$ cat src/rtl/uart_rx_word_assembler.sv
// 8N1 UART receiver that packs every four good bytes into one big-endian 32-bit word.
// Also emits per-byte, frame-error and partial-word-timeout pulses for debug.
module uart_rx_word_assembler #(
  parameter int CLKS_PER_BIT = 868,
  parameter int TIMEOUT_BITS = 32
) (
  input  logic        clk,
  input  logic        rstn,
  input  logic        rx_i,
  output logic [31:0] data_o,
  output logic        valid_o,
  output logic [7:0]  byte_o,
  output logic        byte_valid_o,
  output logic        frame_err_o,
  output logic        timeout_err_o,
  output logic        busy_o
);

  localparam int CW       = (CLKS_PER_BIT > 1) ? $clog2(CLKS_PER_BIT) : 1;
  localparam int TO_LIMIT = TIMEOUT_BITS * CLKS_PER_BIT;
  localparam int TW       = $clog2(TO_LIMIT + 1);

  localparam logic [CW-1:0] HALF_M1 = CW'(CLKS_PER_BIT / 2 - 1);
  localparam logic [CW-1:0] BIT_M1  = CW'(CLKS_PER_BIT - 1);
  localparam logic [TW-1:0] TO_MAX  = TW'(TO_LIMIT);

  localparam logic [1:0] S_IDLE  = 2'd0;
  localparam logic [1:0] S_START = 2'd1;
  localparam logic [1:0] S_DATA  = 2'd2;
  localparam logic [1:0] S_STOP  = 2'd3;

  logic [1:0]    r_state;
  logic          r_rx_meta;
  logic          r_rx_s;
  logic [CW-1:0] r_clk_cnt;
  logic [2:0]    r_bit_idx;
  logic [7:0]    r_shift;
  logic [1:0]    r_byte_idx;
  logic [23:0]   r_word;
  logic [TW-1:0] r_to_cnt;
  logic [31:0]   r_data;
  logic          r_valid;
  logic [7:0]    r_byte;
  logic          r_byte_valid;
  logic          r_frame_err;
  logic          r_timeout_err;

  always_ff @(posedge clk) begin
    if (!rstn) begin
      r_state       <= S_IDLE;
      r_rx_meta     <= 1'b1;
      r_rx_s        <= 1'b1;
      r_clk_cnt     <= '0;
      r_bit_idx     <= '0;
      r_shift       <= '0;
      r_byte_idx    <= '0;
      r_word        <= '0;
      r_to_cnt      <= '0;
      r_data        <= '0;
      r_valid       <= 1'b0;
      r_byte        <= '0;
      r_byte_valid  <= 1'b0;
      r_frame_err   <= 1'b0;
      r_timeout_err <= 1'b0;
    end else begin
      r_rx_meta     <= rx_i;
      r_rx_s        <= r_rx_meta;
      r_valid       <= 1'b0;
      r_byte_valid  <= 1'b0;
      r_frame_err   <= 1'b0;
      r_timeout_err <= 1'b0;
      case (r_state)
        S_IDLE: begin
          // A falling edge beats a timeout landing in the same cycle.
          if (!r_rx_s) begin
            r_state   <= S_START;
            r_clk_cnt <= '0;
            r_to_cnt  <= '0;
          end else if (r_byte_idx != 2'd0 && r_to_cnt != TO_MAX) begin
            r_to_cnt <= r_to_cnt + 1'b1;
            if (r_to_cnt == TO_MAX - 1'b1) begin
              r_timeout_err <= 1'b1;
              r_byte_idx    <= '0;
            end
          end
        end
        S_START: begin
          if (r_clk_cnt == HALF_M1) begin
            r_clk_cnt <= '0;
            r_bit_idx <= '0;
            r_state   <= r_rx_s ? S_IDLE : S_DATA;
          end else begin
            r_clk_cnt <= r_clk_cnt + 1'b1;
          end
        end
        S_DATA: begin
          if (r_clk_cnt == BIT_M1) begin
            r_clk_cnt <= '0;
            r_shift   <= {r_rx_s, r_shift[7:1]};
            r_bit_idx <= r_bit_idx + 1'b1;
            if (r_bit_idx == 3'd7) r_state <= S_STOP;
          end else begin
            r_clk_cnt <= r_clk_cnt + 1'b1;
          end
        end
        S_STOP: begin
          if (r_clk_cnt == BIT_M1) begin
            r_clk_cnt <= '0;
            r_state   <= S_IDLE;
            if (r_rx_s) begin
              r_byte       <= r_shift;
              r_byte_valid <= 1'b1;
              if (r_byte_idx == 2'd3) begin
                r_data     <= {r_word, r_shift};
                r_valid    <= 1'b1;
                r_byte_idx <= '0;
              end else begin
                r_word     <= {r_word[15:0], r_shift};
                r_byte_idx <= r_byte_idx + 1'b1;
              end
            end else begin
              r_frame_err <= 1'b1;
              r_byte_idx  <= '0;
            end
          end else begin
            r_clk_cnt <= r_clk_cnt + 1'b1;
          end
        end
        default: r_state <= S_IDLE;
      endcase
    end
  end

  assign data_o        = r_data;
  assign valid_o       = r_valid;
  assign byte_o        = r_byte;
  assign byte_valid_o  = r_byte_valid;
  assign frame_err_o   = r_frame_err;
  assign timeout_err_o = r_timeout_err;
  assign busy_o        = (r_state != S_IDLE);

endmodule

$ cat config.mk
export PLATFORM = sky130hd
export DESIGN_NAME = uart_rx_word_assembler
export DESIGN_NICKNAME = d
export VERILOG_FILES = /design/src/rtl/uart_rx_word_assembler.sv
export SDC_FILE = /design/constraint.sdc
export NUM_CORES = 1
export LEC_CHECK = 0
export CAP_MARGIN = 20
export CORE_ASPECT_RATIO = 0.5
export CORE_MARGIN = 5
export CORE_UTILIZATION = 46
export DETAILED_ROUTE_END_ITERATION = 6
export PLACE_DENSITY_LB_ADDON = 0.2
export SLEW_MARGIN = 20
export SYNTH_ARGS = -nofsm -noshare
export SYNTH_HDL_FRONTEND = slang
export SYNTH_SLANG_ARGS = --single-unit
$ cat constraint.sdc
create_clock -name clk -period 4.6 [get_ports clk]
set_input_delay 0.69 -clock clk [delete_from_list [all_inputs] [get_ports clk]]
set_output_delay 0.69 -clock clk [all_outputs]
set_load 0.01 [all_outputs]
==> qor.yml <==
status: "finished clean"
htreeDepth: 3
cap_viol_max_count: 0
hold_class: "flip-flop to flip-flop"
drt_iter0_markers: 277
ant_nets: 0
first_pass_iters: 4
dieArea_um2: 11900
worst_pin_slew_ps: 1040
initial_core_util_pct: 47.3
worstPathRequired_ps: 4870
period_needed_ps: 2520
peakVddDrop_mv: 0.189
start_kind: "flip-flop"
rsz0062_at_grt: "false"
p_leak_nw: 2.15
cp_max_fo: 24
io-pin-count: 48
utilization_pct: 55.8
grt_pass1_wl_mm: 15.2
finalMaxSlewViolations: 0
overflow: 0
clock_latency_ps: 350
grt_max_degree: 62
cts_resized: 0
postSynthCellCount: 470
async_flop_share_pct: 0
via_per_inst: 5.09
cp-end-kind: "flip-flop"
cts_tree: "built"
synth_seq_cells: 110
fin_nets: 517
numCtsBuffers: 9
die_height_um: 79.8
cts-root-buf: "clkbuf_16"
cts_sinks: 110
synthToLayoutAreaGrowth_pct: 18.1
clk_pin_slew_worst_paths_ps: 70
drive_above_1_share_pct: 4.50
setup.worst_path.class: "flip-flop to flip-flop"
track_usage_pct: 15.6
core_area_um2: 9480
ctsHoldBuffers: 0
wire_per_inst_um: 13.5
dpl.hpwl_mm: 5.81
placementRows: 25
timing.final.crit_share_pct: 54.8
clock_skew_ps: 8.98
ys_seq_area_share_pct: 49.1
synthFlopType: "dfxtp_1"
syn_area_per_cell_um2: 9.54
cts_buffer_depth: 2
finalSetupViolations: 0
synth_area_um2: 4480
synth_nets: 481
die_w_um: 150
drc: 0
gp_congestion: 0.808
relSlewSlack_pct: 30.7
hold_slack_ps: 412
antenna_found_initial: 0
cp.arrival_ps: 2790
route.vias.total: 3290
n_antenna_cell: 0
grt_pass1_vias: 3077
power_density_nw_per_um2: 328
post_cts_buffers: 0
timing.setup.tns_ps: 0
fmax_ghz: 0.397
synth_edf_count: 0
hold_viol: 0
synth.distinct_cells: 41
ys_warn_count: 0
wl_mm: 8.71
io_buffers: 47
==> kinds of logic after synthesis <==
kind of cell,count (synthesis),share of synthesized area [%]
simple gates,192,21.1
fa+ha+maj,8,2.23
flops,110,49.1
mux,72,16.1
buf+inv,37,3.91
xor+xnor,12,2.34
compound gates,39,5.25
==> worst max-delay path, stage by stage, from the launching register on <==
cell and delay, ps:
dfxtp_1 410, ha_1 240, and4bb_2 320, nand4_4 170
or2_1 500, nor2_8 520, mux2i_1 270
==> layout make-up <==
| cell class | instances | area, um^2 |
|---|---|---|
| clock buffer | 11 | 243 |
| multi-input combinational | 323 | 2110 |
| timing repair buffer | 49 | 480 |
| tap | 135 | 169 |
| sequential | 110 | 2200 |
| inverter | 13 | 48.8 |
| fill | 842 | 4190 |
| clock inverter | 5 | 41.3 |
==> through the flow <==
step / cells / total power [mW] / area (um^2) / setup slack, ps
after floorplan: 470 / 1.00 / 4480 / 2660
after global placement: 630 / 1.01 / 5010 / 2190
after detailed placement: 630 / 1.01 / 5010 / 2110
after global routing: 646 / 1.80 / 5290 / 1890
after CTS: 646 / 1.76 / 5290 / 2060
final: 646 / 1.74 / 5290 / 2080
==> worst paths after layout <==
| path | endpoint | slack [ps] | depth (start not counted) | startpoint |
|---|---|---|---|---|
| max reg2reg | r_word[10]$_SDFFE_PN0P_ | 2080 | 6 | r_clk_cnt[0]$_SDFFE_PN0P_ |
| min | r_rx_s$_SDFF_PN1_ | 410 | 1 | r_rx_meta$_SDFF_PN1_ |
| min reg2reg | r_rx_s$_SDFF_PN1_ | 410 | 1 | r_rx_meta$_SDFF_PN1_ |
| max | r_word[10]$_SDFFE_PN0P_ | 2080 | 6 | r_clk_cnt[0]$_SDFFE_PN0P_ |
==> metal layers <==
layer | up-vias | part of all wire, % | track usage (%)
li1 | 1687 | - | -
met1 | 1552 | 50 | 21.0
met2 | 47 | 47 | 24.4
met3 | 4 | 3.1 | 4.99
met4 | 0 | 0.49 | 3.47
met5 | - | 0 | 0
==> synth_stat cells (all sizes together), types with 7 or more instances <==
cell type	instances	area share (%)
a21oi	11	1.2
and2	7	0.98
buf	8	1.5
clkbuf	16	1.3
dfxtp	110	49
ha	8	2.2
inv	13	1.1
mux2i	72	16
nand2	80	6.7
nand3	14	1.6
nand4	14	2.3
nor2	41	3.8
o21ai	12	1.3
xor2	12	2.3
==> sequential cells by signal (all words and copies together) (netlist names), named ones only <==
name           count
frame_err_o        1
r_rx_s             1
r_rx_meta          1
r_byte_idx         2
byte_valid_o       1
r_state            1
r_to_cnt          15
valid_o            1
byte_o             8
r_bit_idx          3
r_word            24
r_clk_cnt         10
data_o            32
timeout_err_o      1
r_shift            8
==> layout by cell type, fill, tap and decap left out, types with 3 or more instances in the layout <==
cell,netlist,final
ha_1,8,8
nand2_1,80,79
nand3_1,14,14
a31oi_1,4,4
and3_1,5,5
and2_1,7,7
nand2b_1,3,3
inv_1,13,13
nor2_1,40,40
a21oi_1,11,11
xor2_1,12,12
clkdlybuf4s50_1,0,46
nand4_1,13,13
clkbuf_16,0,9
and4_1,3,3
a211oi_1,3,3
or3_1,5,5
nor3_1,5,5
o21ai_0,12,12
dfxtp_1,110,110
nor2b_1,3,3
mux2i_1,72,72
==> where the power goes <==
group          leakage (nW)  internal, mW  switching, mW  total, mW
logic                  1.13       0.00760         0.0249     0.0325
clock network         0.138         0.390          0.359      0.748
registers             0.886         0.953        0.00301      0.956
total                  2.15          1.35          0.387       1.74
Note: power is estimated with default switching activity, not from simulation.
